`src/rtl/instr_fetch_unit.sv`:
```
// instr_fetch_unit: owns the PC, fetches instructions over a req/ack handshake
// and holds them in IR for the control block until Advance or Redirect.
module instr_fetch_unit #(
  parameter int                  PC_WIDTH  = 16,
  parameter logic [PC_WIDTH-1:0] RESET_PC  = '0,
  parameter int                  CNT_WIDTH = 16
) (
  input  logic                 CLK,
  input  logic                 Reset,
  output logic                 MemReq,
  output logic [PC_WIDTH-1:0]  MemAddr,
  input  logic                 MemAck,
  input  logic [31:0]          MemRdata,
  input  logic                 Advance,
  input  logic                 Redirect,
  input  logic [PC_WIDTH-1:0]  Target,
  output logic                 InstrValid,
  output logic [PC_WIDTH-1:0]  PCOut,
  output logic [6:0]           Opcode,
  output logic [4:0]           Rd,
  output logic [2:0]           Funct3,
  output logic [4:0]           Rs1,
  output logic [4:0]           Rs2,
  output logic [6:0]           Funct7,
  output logic                 AlignErr,
  output logic [CNT_WIDTH-1:0] InstrCount
);
  typedef enum logic [1:0] {S_REQ, S_DROP, S_VALID} state_t;
  state_t               r_state, w_state_nxt;
  logic                 r_live;
  logic [PC_WIDTH-1:0]  r_pc, r_pend, w_pc_nxt, w_pend_nxt, w_tgt;
  logic [31:0]          r_ir, w_ir_nxt;
  logic                 r_align;
  logic [CNT_WIDTH-1:0] r_cnt;
  logic                 w_ack, w_adv;
  assign w_tgt      = {Target[PC_WIDTH-1:2], 2'b00};
  assign MemReq     = r_live && (r_state != S_VALID);
  assign w_ack      = MemReq && MemAck;
  assign w_adv      = (r_state == S_VALID) && Advance;
  assign InstrValid = (r_state == S_VALID);
  assign MemAddr    = r_pc;
  assign PCOut      = r_pc;
  assign {Funct7, Rs2, Rs1, Funct3, Rd, Opcode} = r_ir;
  assign AlignErr   = r_align;
  assign InstrCount = r_cnt;
  always_comb begin
    w_state_nxt = r_state;
    w_pc_nxt    = r_pc;
    w_ir_nxt    = r_ir;
    w_pend_nxt  = r_pend;
    if (r_live) begin
      unique case (r_state)
        S_REQ: begin
          // a redirect racing the ack discards the word and refetches at once
          if (Redirect && w_ack) w_pc_nxt = w_tgt;
          else if (Redirect) begin
            w_pend_nxt  = w_tgt;
            w_state_nxt = S_DROP;
          end else if (w_ack) begin
            w_ir_nxt    = MemRdata;
            w_state_nxt = S_VALID;
          end
        end
        S_DROP: begin
          if (w_ack) begin
            w_pc_nxt    = Redirect ? w_tgt : r_pend;
            w_state_nxt = S_REQ;
          end else if (Redirect) w_pend_nxt = w_tgt;
        end
        S_VALID: begin
          if (Redirect || Advance) begin
            w_pc_nxt    = Redirect ? w_tgt : r_pc + PC_WIDTH'(4);
            w_state_nxt = S_REQ;
          end
        end
        default: w_state_nxt = S_REQ;
      endcase
    end
  end
  always_ff @(posedge CLK or negedge Reset) begin
    if (!Reset) begin
      r_state <= S_REQ;
      r_live  <= 1'b0;
      r_pc    <= RESET_PC;
      r_pend  <= RESET_PC;
      r_ir    <= 32'h0000_0013;
      r_align <= 1'b0;
      r_cnt   <= '0;
    end else begin
      r_state <= w_state_nxt;
      r_live  <= 1'b1;
      r_pc    <= w_pc_nxt;
      r_pend  <= w_pend_nxt;
      r_ir    <= w_ir_nxt;
      r_align <= r_live && Redirect && (Target[1:0] != 2'b00);
      r_cnt   <= r_cnt + CNT_WIDTH'(w_adv);
    end
  end
endmodule

```
`config.mk`:
```
export PLATFORM = sky130hd
export DESIGN_NAME = instr_fetch_unit
export DESIGN_NICKNAME = d
export VERILOG_FILES = /design/src/rtl/instr_fetch_unit.sv
export SDC_FILE = /design/constraint.sdc
export NUM_CORES = 1
export LEC_CHECK = 0
export ABC_AREA = 1
export CAP_MARGIN = 20
export CORE_AREA = 4 4 100 102
export CTS_BUF_LIST = sky130_fd_sc_hd__clkbuf_8
export DETAILED_ROUTE_END_ITERATION = 10
export DIE_AREA = 0 0 104 106
export GPL_TIMING_DRIVEN = 0
export HOLD_SLACK_MARGIN = 0.12
export PLACE_DENSITY_LB_ADDON = 0.08
export REMOVE_ABC_BUFFERS = 1
export SKIP_CTS_REPAIR_TIMING = 1
export SYNTH_ARGS = -nofsm -noshare
export SYNTH_HDL_FRONTEND = slang
export SYNTH_SLANG_ARGS = --single-unit
```
`constraint.sdc`:
```
create_clock -name CLK -period 2.8 [get_ports CLK]
set_input_delay 0.56 -clock CLK [delete_from_list [all_inputs] [get_ports CLK]]
set_output_delay 0.56 -clock CLK [all_outputs]
set_load 0.1 [all_outputs]
```
Word-level counts from Yosys, hierarchy flattened

Cells that the tools add are included.

Input bits: 53
Output and inout port bits: 83
Word-level logic and storage cells: 50
Register bits after elaboration: 84

Add/sub/neg operators: 2
Multiplexer cells: 15
Reductions and logical operators: 15
Bitwise gates (word level): 2
Eq/ne operators: 9

Operators by type and width:

| kind                                                                    | count |
|---|---|
| 16-bit two-way mux                                                      | 7 |
| 16-bit case mux with 3 select lines                                     | 1 |
| 16-bit case mux with 2 select lines                                     | 1 |
| 16-bit by 1-bit adder with 16-bit output                                | 1 |
| 16-bit by 3-bit adder with 16-bit output, second input constant         | 1 |
| 5-bit AND reduction                                                     | 3 |
| 2-bit two-way mux                                                       | 5 |
| 2-bit inequality test, second input constant                            | 5 |
| 1-bit logical AND                                                       | 6 |
| 2-bit case mux with 3 select lines                                      | 1 |
| 4-bit AND reduction                                                     | 1 |
| 2-bit nonzero test                                                      | 2 |
| 3-bit inequality test, second input constant                            | 1 |
| 3-bit nonzero test                                                      | 1 |
| 2-bit by 1-bit == test with 1-bit output, second input constant         | 1 |
| 2-bit == test, second input constant                                    | 1 |
| 2-bit zero test                                                         | 1 |
| 2-bit by 1-bit inequality test with 1-bit output, second input constant | 1 |
| 1-bit NOT                                                               | 2 |
| 1-bit logical OR                                                        | 1 |

Longest topological paths before layout

Word-level depth: 7
Mapped depth: 13
Gate-level depth less buffers: 12

Worst setup path after synthesis

Ideal clock, no wire load.

Kind: register to output
Start: register r_state[0]
End: output port MemReq
Cell stages (with the launch flop): 5
Slack: -0.331 ns
Data arrival time: 2.571 ns
Cells stage by stage: dfrtp_1 -> inv_1 -> ha_1 -> buf_6 -> nor2_1

Longest elaborated chain between the ends: 2

Ends and longest elaborated chain:

| element                | line | RTL |
|---|---|---|
| from (decl)            | 29   | `state_t r_state, w_state_nxt;` |
| from (signal assigned) | 90   | `r_state <= w_state_nxt;` |
| 2-bit inequality test  | 37   | `assign MemReq = r_live && (r_state != S_VALID);` |
| 1-bit logical AND      | 37   |  |
| to (decl)              | 10   | `output logic MemReq,` |

Every way passes these cells.

Worst setup path in the final report

Start: register r_state[0]
End: output port InstrValid

Longest elaborated chain between the ends: 1

Ends and longest elaborated chain:

| element       | line | RTL |
|---|---|---|
| 2-bit == test | 40   | `assign InstrValid = (r_state == S_VALID);` |
| to (decl)     | 17   | `output logic InstrValid,` |

Every way passes these cells.

==> qor.txt <==
Run status - finished, final reports clean
Worst-path fanout max - 11
Worst Setup End Kind - output pin
Hold Violations, Final - 0
Min cycle time layout - 2.67 ns
Gr usage total - 0.205
# diodes - 0
Clock sink count - 84
Clock buffer count from CTS - 9
DR iter-0 viols - 268
Crit-path cells - inv_1, ha_2, dlymetal6s2s_1
HPWL Detailed - 7900 um
Chip Width - 104 um
Antenna Nets Post-Route - 0
Tightest Pin Transition - 1.04 ns
RSZ-0062 raised after global routing - false
MaxCap Viol Count - 0
Root Buffer - clkbuf_8
Setup TNS - 0 ns
# nets final - 721
Pin count of the biggest net entering global routing - 62
Reg-to-reg setup timing slack - 0.15 ns
Worst-skew pair later-pin latency - 0.36 ns
Initial antenna violation count - 0
IO buf count - 135
CP Class - flop to output pin
Worst Path Required - 2.24 ns
Ports - 136
Seq cells post-synth - 84
Fin. max-slew vios - 0
Global-route wire length before repair - 18400 um
Reg clk slew, reported paths - 0.09 ns
Yosys cell types - 44
Endpoints failing setup - 0
Hold path depth - 1
Vias in the first global route - 3785
CTS Buffer Depth - 2
Met2 Usage GRT - 0.335
CTS tree - built
F_max - 375 MHz
Total wire length - 11500 um
CP Data Arrival Time - 2.11 ns
Die Ht - 106 um
Layout cells sized above 1 - 0.0631
RePlAce Congestion - 0.864
GR Layer Usage met3 - 0.0461
Mapped Cells - 546
Syn. warnings - 0
Type of the most critical hold path - flop to flop
1st-pass router iterations - 5
Worst path depth - 3
CP top delay family - buffers and inverters
Reg2reg path depth - 6
Setup Skew - 0.00875 ns
Slowest stage delay, CP - 0.81 ns
Crit start category - flop
GRT overflow - 0
WP buf/inv - 2
Core ar. - 9110 sq um
Via/cell ratio - 5.14
Worst slack at placement - -1.19 ns
Slowest CP cell - dlymetal6s2s_1
WL per Instance - 14.8 um
Vias - 3997
Die area - 11000 sq um
GR Util met1 - 0.264
Initial Utilization - 0.474
Row count - 35
Syn_area_per_cell - 7.92 sq um
Slew headroom - 0.303
Sequential-to-total area share from yosys stat - 0.487
GR peak layer - met2
DRC violation count after routing - 0
H-tree depth - 3
Crit share post-route - 0.952
Final Worst Setup Slack - 0.134 ns
Syn-to-layout area delta - 35.8%
Mapped Area - 4320 sq um
## registers in the layout, indices dropped and copies added (netlist names)
signal      flops
r_ir           32
InstrCount     16
MemAddr        16
r_pend         16
r_state         2
AlignErr        1
r_live          1
## cell usage in the layout, fill, tap and decap left out, drive strengths merged, types with 3 or more instances in the layout
master	Yosys	routed
a21oi	16	16
nor2	46	46
xor2	11	11
dfstp	3	3
nand4	7	7
o21ai	48	48
buf	26	3
xnor2	3	3
clkdlybuf4s50	0	131
nand3	18	18
nand2	207	207
clkbuf	9	11
ha	7	7
dfrtp	81	81
inv	39	42
clkinvlp	0	3
a211oi	2	3
nor3	5	5
## cells in the mapped netlist, drive strengths merged
master | number | area [sq um]
nand2 | 207 | 780
dfrtp | 81 | 2030
o21ai | 48 | 244
nor2 | 46 | 190
inv | 39 | 154
buf | 26 | 185
nand3 | 18 | 108
a21oi | 16 | 80.1
xor2 | 11 | 96.3
clkbuf | 9 | 35.0
ha | 7 | 87.6
nand4 | 7 | 43.8
nor3 | 5 | 30.0
dfstp | 3 | 78.8
xnor2 | 3 | 26.3
a211oi | 2 | 27.5
a21boi | 2 | 15.0
o2111ai | 2 | 17.5
o211ai | 2 | 15.0
o22ai | 2 | 12.5
a31oi | 1 | 6.26
and3 | 1 | 6.26
clkinv | 1 | 3.75
conb | 1 | 3.75
nor3b | 1 | 12.5
nor4 | 1 | 6.26
o21bai | 1 | 7.51
o221ai | 1 | 8.76
o31ai | 1 | 7.51
or2 | 1 | 6.26
## worst paths after layout
| kind | startpoint | end |
|---|---|---|
| min reg2reg | InstrCount[15]$_DFF_PN0_ | InstrCount[15]$_DFF_PN0_ |
| min in group asynchronous | Reset | r_pend[8]$_DFFE_PN0P_ |
| max reg2reg | r_state[1]$_DFFE_PN0P_ | r_pend[8]$_DFFE_PN0P_ |
| max | r_state[0]$_DFFE_PN0P_ | InstrValid |
| min | InstrCount[15]$_DFF_PN0_ | InstrCount[15]$_DFF_PN0_ |
| max in group asynchronous | Reset | r_ir[1]$_DFFE_PN1P_ |
## metrics by stage
step | area, sq um | util | instances | hold WS (ns)
6_report | 5870 | 0.644 | 777 | 0.478
5_1_grt | 5870 | 0.644 | 777 | 0.490
4_1_cts | 5820 | 0.638 | 774 | 0.0924
3_5_place_dp | 5620 | 0.617 | 758 | 0.464
3_3_place_gp | 5590 | 0.614 | 757 | 0.455
2_1_floorplan | 4100 | - | 511 | 0.264
## kinds of logic (layout without fill, tap and decap cells)
family	after synthesis	after routing	synth area share
AOI/OAI and AO/OA	78	79	0.102
xor gates and xnor gates	14	14	0.0284
adders and majority gates	7	7	0.0203
buffers and inverters	75	194	0.0874
DFF	84	84	0.487
other	1	1	0.000868
and+or+nand+nor	287	287	0.274
## layout make-up
cell class                 count  area [sq um]
inverter                      40           161
clock buffer                   9           124
multi-input combinational    388          1860
clock inverter                 7          75.1
fill                         798          3240
tap                          111           139
sequential                    84          2110
timing repair buffer         138          1410
## metal layers
| layer | vias to the layer above | share of wire |
|---|---|---|
| met5 | - | 0 |
| met1 | 1886 | 0.43 |
| li1 | 1955 | - |
| met4 | 0 | 0.025 |
| met2 | 132 | 0.47 |
| met3 | 24 | 0.067 |
Power is left out: the tool's default activity adds up to more than one toggle a clock period on the data nets, which glitch-free logic cannot reach.
